<file path="config.mk">
export PLATFORM = sky130hd
export DESIGN_NAME = alu_booth_mul_32
export DESIGN_NICKNAME = d
export VERILOG_FILES = /design/src/rtl/alu_booth_mul_32.sv
export SDC_FILE = /design/constraint.sdc
export NUM_CORES = 1
export LEC_CHECK = 0
export BUFFER_PORTS_ARGS = -buffer_cell sky130_fd_sc_hd__clkbuf_2
export CORE_ASPECT_RATIO = 1.25
export CORE_MARGIN = 4
export CORE_UTILIZATION = 45
export DETAILED_ROUTE_END_ITERATION = 6
export GPL_TIMING_DRIVEN = 0
export PLACE_DENSITY = 0.75
export SETUP_SLACK_MARGIN = 0.15
export SLEW_MARGIN = 20
export SYNTH_ARGS = -nofsm -noshare
export SYNTH_HDL_FRONTEND = slang
export SYNTH_SLANG_ARGS = --single-unit
</file>
<file path="constraint.sdc">
create_clock -name clock -period 1.9 [get_ports clock]
set_input_delay 0.095 -clock clock [delete_from_list [all_inputs] [get_ports clock]]
set_output_delay 0.095 -clock clock [all_outputs]
set_load 0.01 [all_outputs]
</file>
<file path="src/rtl/alu_booth_mul_32.sv">
// Sequential radix-2 Booth multiplier driving an external combinational adder, one step per clock.
// Optional `ovf` output (product does not fit in WIDTH bits) is enabled by defining ALU_MUL_OVF_EN.
module alu_booth_mul_32 #(
   parameter int WIDTH = 32
) (
   input  logic             clock,
   input  logic             clear_n,
   input  logic             start,
   input  logic [WIDTH-1:0] Ra,
   input  logic [WIDTH-1:0] Rb,
   output logic [WIDTH-1:0] add_a,
   output logic [WIDTH-1:0] add_b,
   output logic             add_cin,
   input  logic [WIDTH-1:0] add_s,
   input  logic             add_cout,
   output logic             busy,
   output logic             done,
`ifdef ALU_MUL_OVF_EN
   output logic             ovf,
`endif
   output logic [WIDTH-1:0] ZHigh,
   output logic [WIDTH-1:0] ZLow
);

   typedef enum logic [1:0] {S_IDLE, S_RUN, S_DONE} state_e;

   state_e           state_q, state_d;
   logic [WIDTH-1:0] m_q, m_d;
   logic [WIDTH-1:0] a_q, a_d;
   logic [WIDTH-1:0] q_q, q_d;
   logic             q1_q, q1_d;
   logic [5:0]       cnt_q, cnt_d;
   logic [WIDTH-1:0] zhi_q, zhi_d;
   logic [WIDTH-1:0] zlo_q, zlo_d;
   logic             last;
   logic             sgn;
`ifdef ALU_MUL_OVF_EN
   logic             ovf_q, ovf_d;
`endif

   assign last = (cnt_q == 6'(WIDTH - 1));

   // State register
   always_ff @(posedge clock or negedge clear_n) begin
      if (!clear_n) state_q <= S_IDLE;
      else          state_q <= state_d;
   end

   // Next-state logic
   always_comb begin
      state_d = state_q;
      case (state_q)
         S_IDLE:  if (start) state_d = S_RUN;
         S_RUN:   if (last)  state_d = S_DONE;
         S_DONE:  state_d = S_IDLE;
         default: state_d = S_IDLE;
      endcase
   end

   // Output logic: status and adder control
   always_comb begin
      busy    = (state_q == S_RUN);
      done    = (state_q == S_DONE);
      add_b   = '0;
      add_cin = 1'b0;
      if (state_q == S_RUN) begin
         case ({q_q[0], q1_q})
            2'b01:   add_b = m_q;
            2'b10: begin
               add_b   = ~m_q;
               add_cin = 1'b1;
            end
            default: add_b = '0;
         endcase
      end
   end

   assign add_a = a_q;
   assign ZHigh = zhi_q;
   assign ZLow  = zlo_q;

   // Sign of the full (WIDTH+1)-bit sum, so A - 0x80000000 cannot overflow the shift.
   assign sgn = add_a[WIDTH-1] ^ add_b[WIDTH-1] ^ add_cout;

   always_comb begin
      m_d   = m_q;
      a_d   = a_q;
      q_d   = q_q;
      q1_d  = q1_q;
      cnt_d = cnt_q;
      zhi_d = zhi_q;
      zlo_d = zlo_q;
`ifdef ALU_MUL_OVF_EN
      ovf_d = ovf_q;
`endif
      case (state_q)
         S_IDLE: begin
            if (start) begin
               m_d   = Ra;
               q_d   = Rb;
               a_d   = '0;
               q1_d  = 1'b0;
               cnt_d = '0;
            end
         end
         S_RUN: begin
            a_d   = {sgn, add_s[WIDTH-1:1]};
            q_d   = {add_s[0], q_q[WIDTH-1:1]};
            q1_d  = q_q[0];
            cnt_d = cnt_q + 6'd1;
            if (last) begin
               zhi_d = a_d;
               zlo_d = q_d;
`ifdef ALU_MUL_OVF_EN
               ovf_d = (a_d != {WIDTH{q_d[WIDTH-1]}});
`endif
            end
         end
         default: ;
      endcase
   end

   always_ff @(posedge clock or negedge clear_n) begin
      if (!clear_n) begin
         m_q   <= '0;
         a_q   <= '0;
         q_q   <= '0;
         q1_q  <= 1'b0;
         cnt_q <= '0;
         zhi_q <= '0;
         zlo_q <= '0;
      end else begin
         m_q   <= m_d;
         a_q   <= a_d;
         q_q   <= q_d;
         q1_q  <= q1_d;
         cnt_q <= cnt_d;
         zhi_q <= zhi_d;
         zlo_q <= zlo_d;
      end
   end

`ifdef ALU_MUL_OVF_EN
   always_ff @(posedge clock or negedge clear_n) begin
      if (!clear_n) ovf_q <= 1'b0;
      else          ovf_q <= ovf_d;
   end

   assign ovf = ovf_q;
`endif

endmodule

</file>
==> impl_metrics.toml <==
[power_and_ir_drop]
max-vdd-ir-drop_mv = 0.7265
power_density_nw_per_um2 = 1502
p_leak_nw = 5.384
finalPower_w = 0.01708

[global_route]
antenna_found_initial = 0
grt_start_max_net_pins = 76
grt_pass1_wl_um = 33310
grt_overflow = 0
grt_usage_pct = 23.08
grt_pass1_vias = 6480

[floorplanning]
die-area_um2 = 18160
rows = 51
coreArea_um2 = 15700
ios = 231
fp.dieW_um = 121.3
die_h_um = 149.7
start_util_pct = 46.01

[layout]
nFillCells = 1018
multi_input_area_um2 = 3266
nets = 1047
utilization_pct = 72.42
regArea_um2 = 4233
syn2layout_area_growth_pct = 57.39
antenna_cells = 0
drive_gt1_share_pct = 52.19

[synth]
synth_compound_area_share_pct = 12.80
synthCells = 579
seq_area_frac_synth_pct = 58.55
synthXorXnorAreaFrac_pct = 0.4331
synth_area_leader_cell = "dfrtp_1"
synth-adder-area-share_pct = 0.1732
yosys.area_share.simple_pct = 7.050
synthesis.area_um2 = 7223
synthMuxAreaShare_pct = 17.65
synth.area.top_cells = "dfrtp_1 59%, mux2_4 10%, mux2_2 7.3%"
synth_top_family_by_area = "multiplexers"
ys_ff_latch = 169
synthDistinctLibCells = 34
yosysTopAreaCellShare_pct = 58.55
synth-async-reset-ratio_pct = 100.0
synth_edf_count = 0
yosysWarnings = 0
synth_ff_type = "dfrtp_1"
synth_nets = 680
synth.avg_cell_area_um2 = 12.48

[cts]
clock_latency_ns = 0.42
cts-root-buf = "clkbuf_16"
clock_path_buffers = 2
clkSinkCount = 169
clkTransAtPathRegs_ns = 0.07
cts_htree_levels = 4
cts_tree = "built"
numCtsBuffers = 17

[sta]
finalWorstSetupSlack_ns = 0.06580
relSlewSlack_pct = 64.83
tns_ns = 0
worstMarginPinSlew_ns = 0.5275
final-hold-violation-count = 0
period_needed_ns = 1.834
whs_ns = 0.0005329
final_max_slew_viol_count = 0
rsz0062_at_grt = "true"
setup_viol = 0
fmax_mhz = 545.2
finalCritPeriodShare_pct = 96.54
fin_worst_skew_ns = 0.01131

[critical_path]
end_kind = "output pin"
crit_required_ns = 1.80
crit_fanout = 6
cp-start-kind = "register"
critical_path_class = "reg2out"
rrSetupSlack_ns = 0.21
cp.arrival_ns = 1.74

[routing]
vias = 6171
routed_wirelength_um = 22440
viasPerCell = 5.274
route.detailed.wl_per_inst_um = 19.18
route.detailed.drc = 0
drt-pass1-iter-count = 5
drt-initial-drc-count = 343
drtAntennaViolNets = 0

[job]
maxCapViolations = 0

[min_path]
hp-class = "in2reg"

[placement]
port_buffers = 230
place_congestion = 0.8122
dp_slack_ns = 0.009100
dp_hpwl_um = 12990

[status]
outcome = "complete, no violations"
## worst max-delay path, stage by stage, from the launching register on
cell	delay, ns
dfrtp_1	0.43
nor2b_4	0.16
buf_12	0.14
clkbuf_16	0.16
a21oi_2	0.22
nor2_4	0.06
clkbuf_2	0.14
## path summary, 6_finish.rpt
path | cells after the start | endpoint | from
worst max-delay path | 6 | add_b[16] | q1_q
max in group asynchronous | 3 | cnt_q[1] | clear_n
worst max register to register | 6 | ZHigh[14] | cnt_q[1]
min in group asynchronous | 2 | m_q[10] | clear_n
worst min register to register | 1 | add_a[22] | add_a[22]
worst min-delay path | 3 | q_q[23] | Rb[23]
## final cells by class
class	count	share of cell area, %
sequential	169	37.23
clock buffer	19	3.984
inverter	3	0.1211
multi-input combinational	364	28.73
buffer	43	3.852
clock inverter	12	1.222
tap	212	2.333
timing repair buffer	348	22.53
## cell usage after synthesis, types with 2 or more instances
cell type	number
a21oi_1	34
a22o_1	32
a22oi_1	32
buf_1	3
buf_2	9
buf_4	3
buf_6	6
clkbuf_1	21
dfrtp_1	169
inv_1	2
mux2_2	47
mux2_4	49
nand2_1	38
nand2b_1	3
nand3_1	2
nor2_1	66
nor2b_1	7
o21ai_0	39
o21bai_1	2
## per-layer routing
layer  wire [um]  track usage, %  share of wire, %
met3        1397           5.595               6.2
met2       11450           38.45                51
met4         965           11.60               4.3
met5           0               0                 0
met1        8628           27.89                38
## what timing repair did
item,in CTS,in global routing
pin swaps,16,12
endpoints found under the hold margin,294,0
setup endpoints to repair,139,155
buffers inserted,8,8
gates resized for setup,117,134
cloned,2,3
hold buffers,95,0
## cell usage in the layout (no fill, tap or decap), types with 28 or more instances in the layout
cell type / count
clkbuf_2: 208
dfrtp_1: 166
dlygate4sd3_1: 95
mux2_4: 49
mux2_2: 47
o21ai_0: 39
nand2_1: 36
a22o_1: 32
a22oi_1: 32
nor2_4: 28
## where the power goes
| part | leakage [nW] | internal, W | switching [W] | total, W |
|---|---|---|---|---|
| clock | 0.291 | 0.00202 | 0.00149 | 0.00351 |
| combinational | 3.05 | 0.00394 | 0.00354 | 0.00748 |
| sequential | 2.04 | 0.00492 | 0.00117 | 0.00609 |
| total | 5.38 | 0.0109 | 0.00620 | 0.0171 |
## metrics by stage
stage	instance area [um2]	cells
2_1_floorplan	7223	579
6_report	11370	1170
3_5_place_dp	8703	1023
4_1_cts	10770	1159
5_1_grt	11370	1170
3_3_place_gp	8640	1021
## cells by family after synthesis
group | Yosys count
adders and majority gates | 1
muxes | 97
and+or+nand+nor | 122
buffers and inverters | 46
xor gates and xnor gates | 2
DFF | 169
AOI/OAI and AO/OA | 142
## flip-flops by register name, summed over array words and instances, names as in the netlist
| register | count |
|---|---|
| ZHigh | 32 |
| ZLow | 32 |
| add_a | 32 |
| cnt_q | 6 |
| m_q | 32 |
| q1_q | 1 |
| q_q | 32 |
| state_q | 2 |
(Power assumes the default switching activity.)
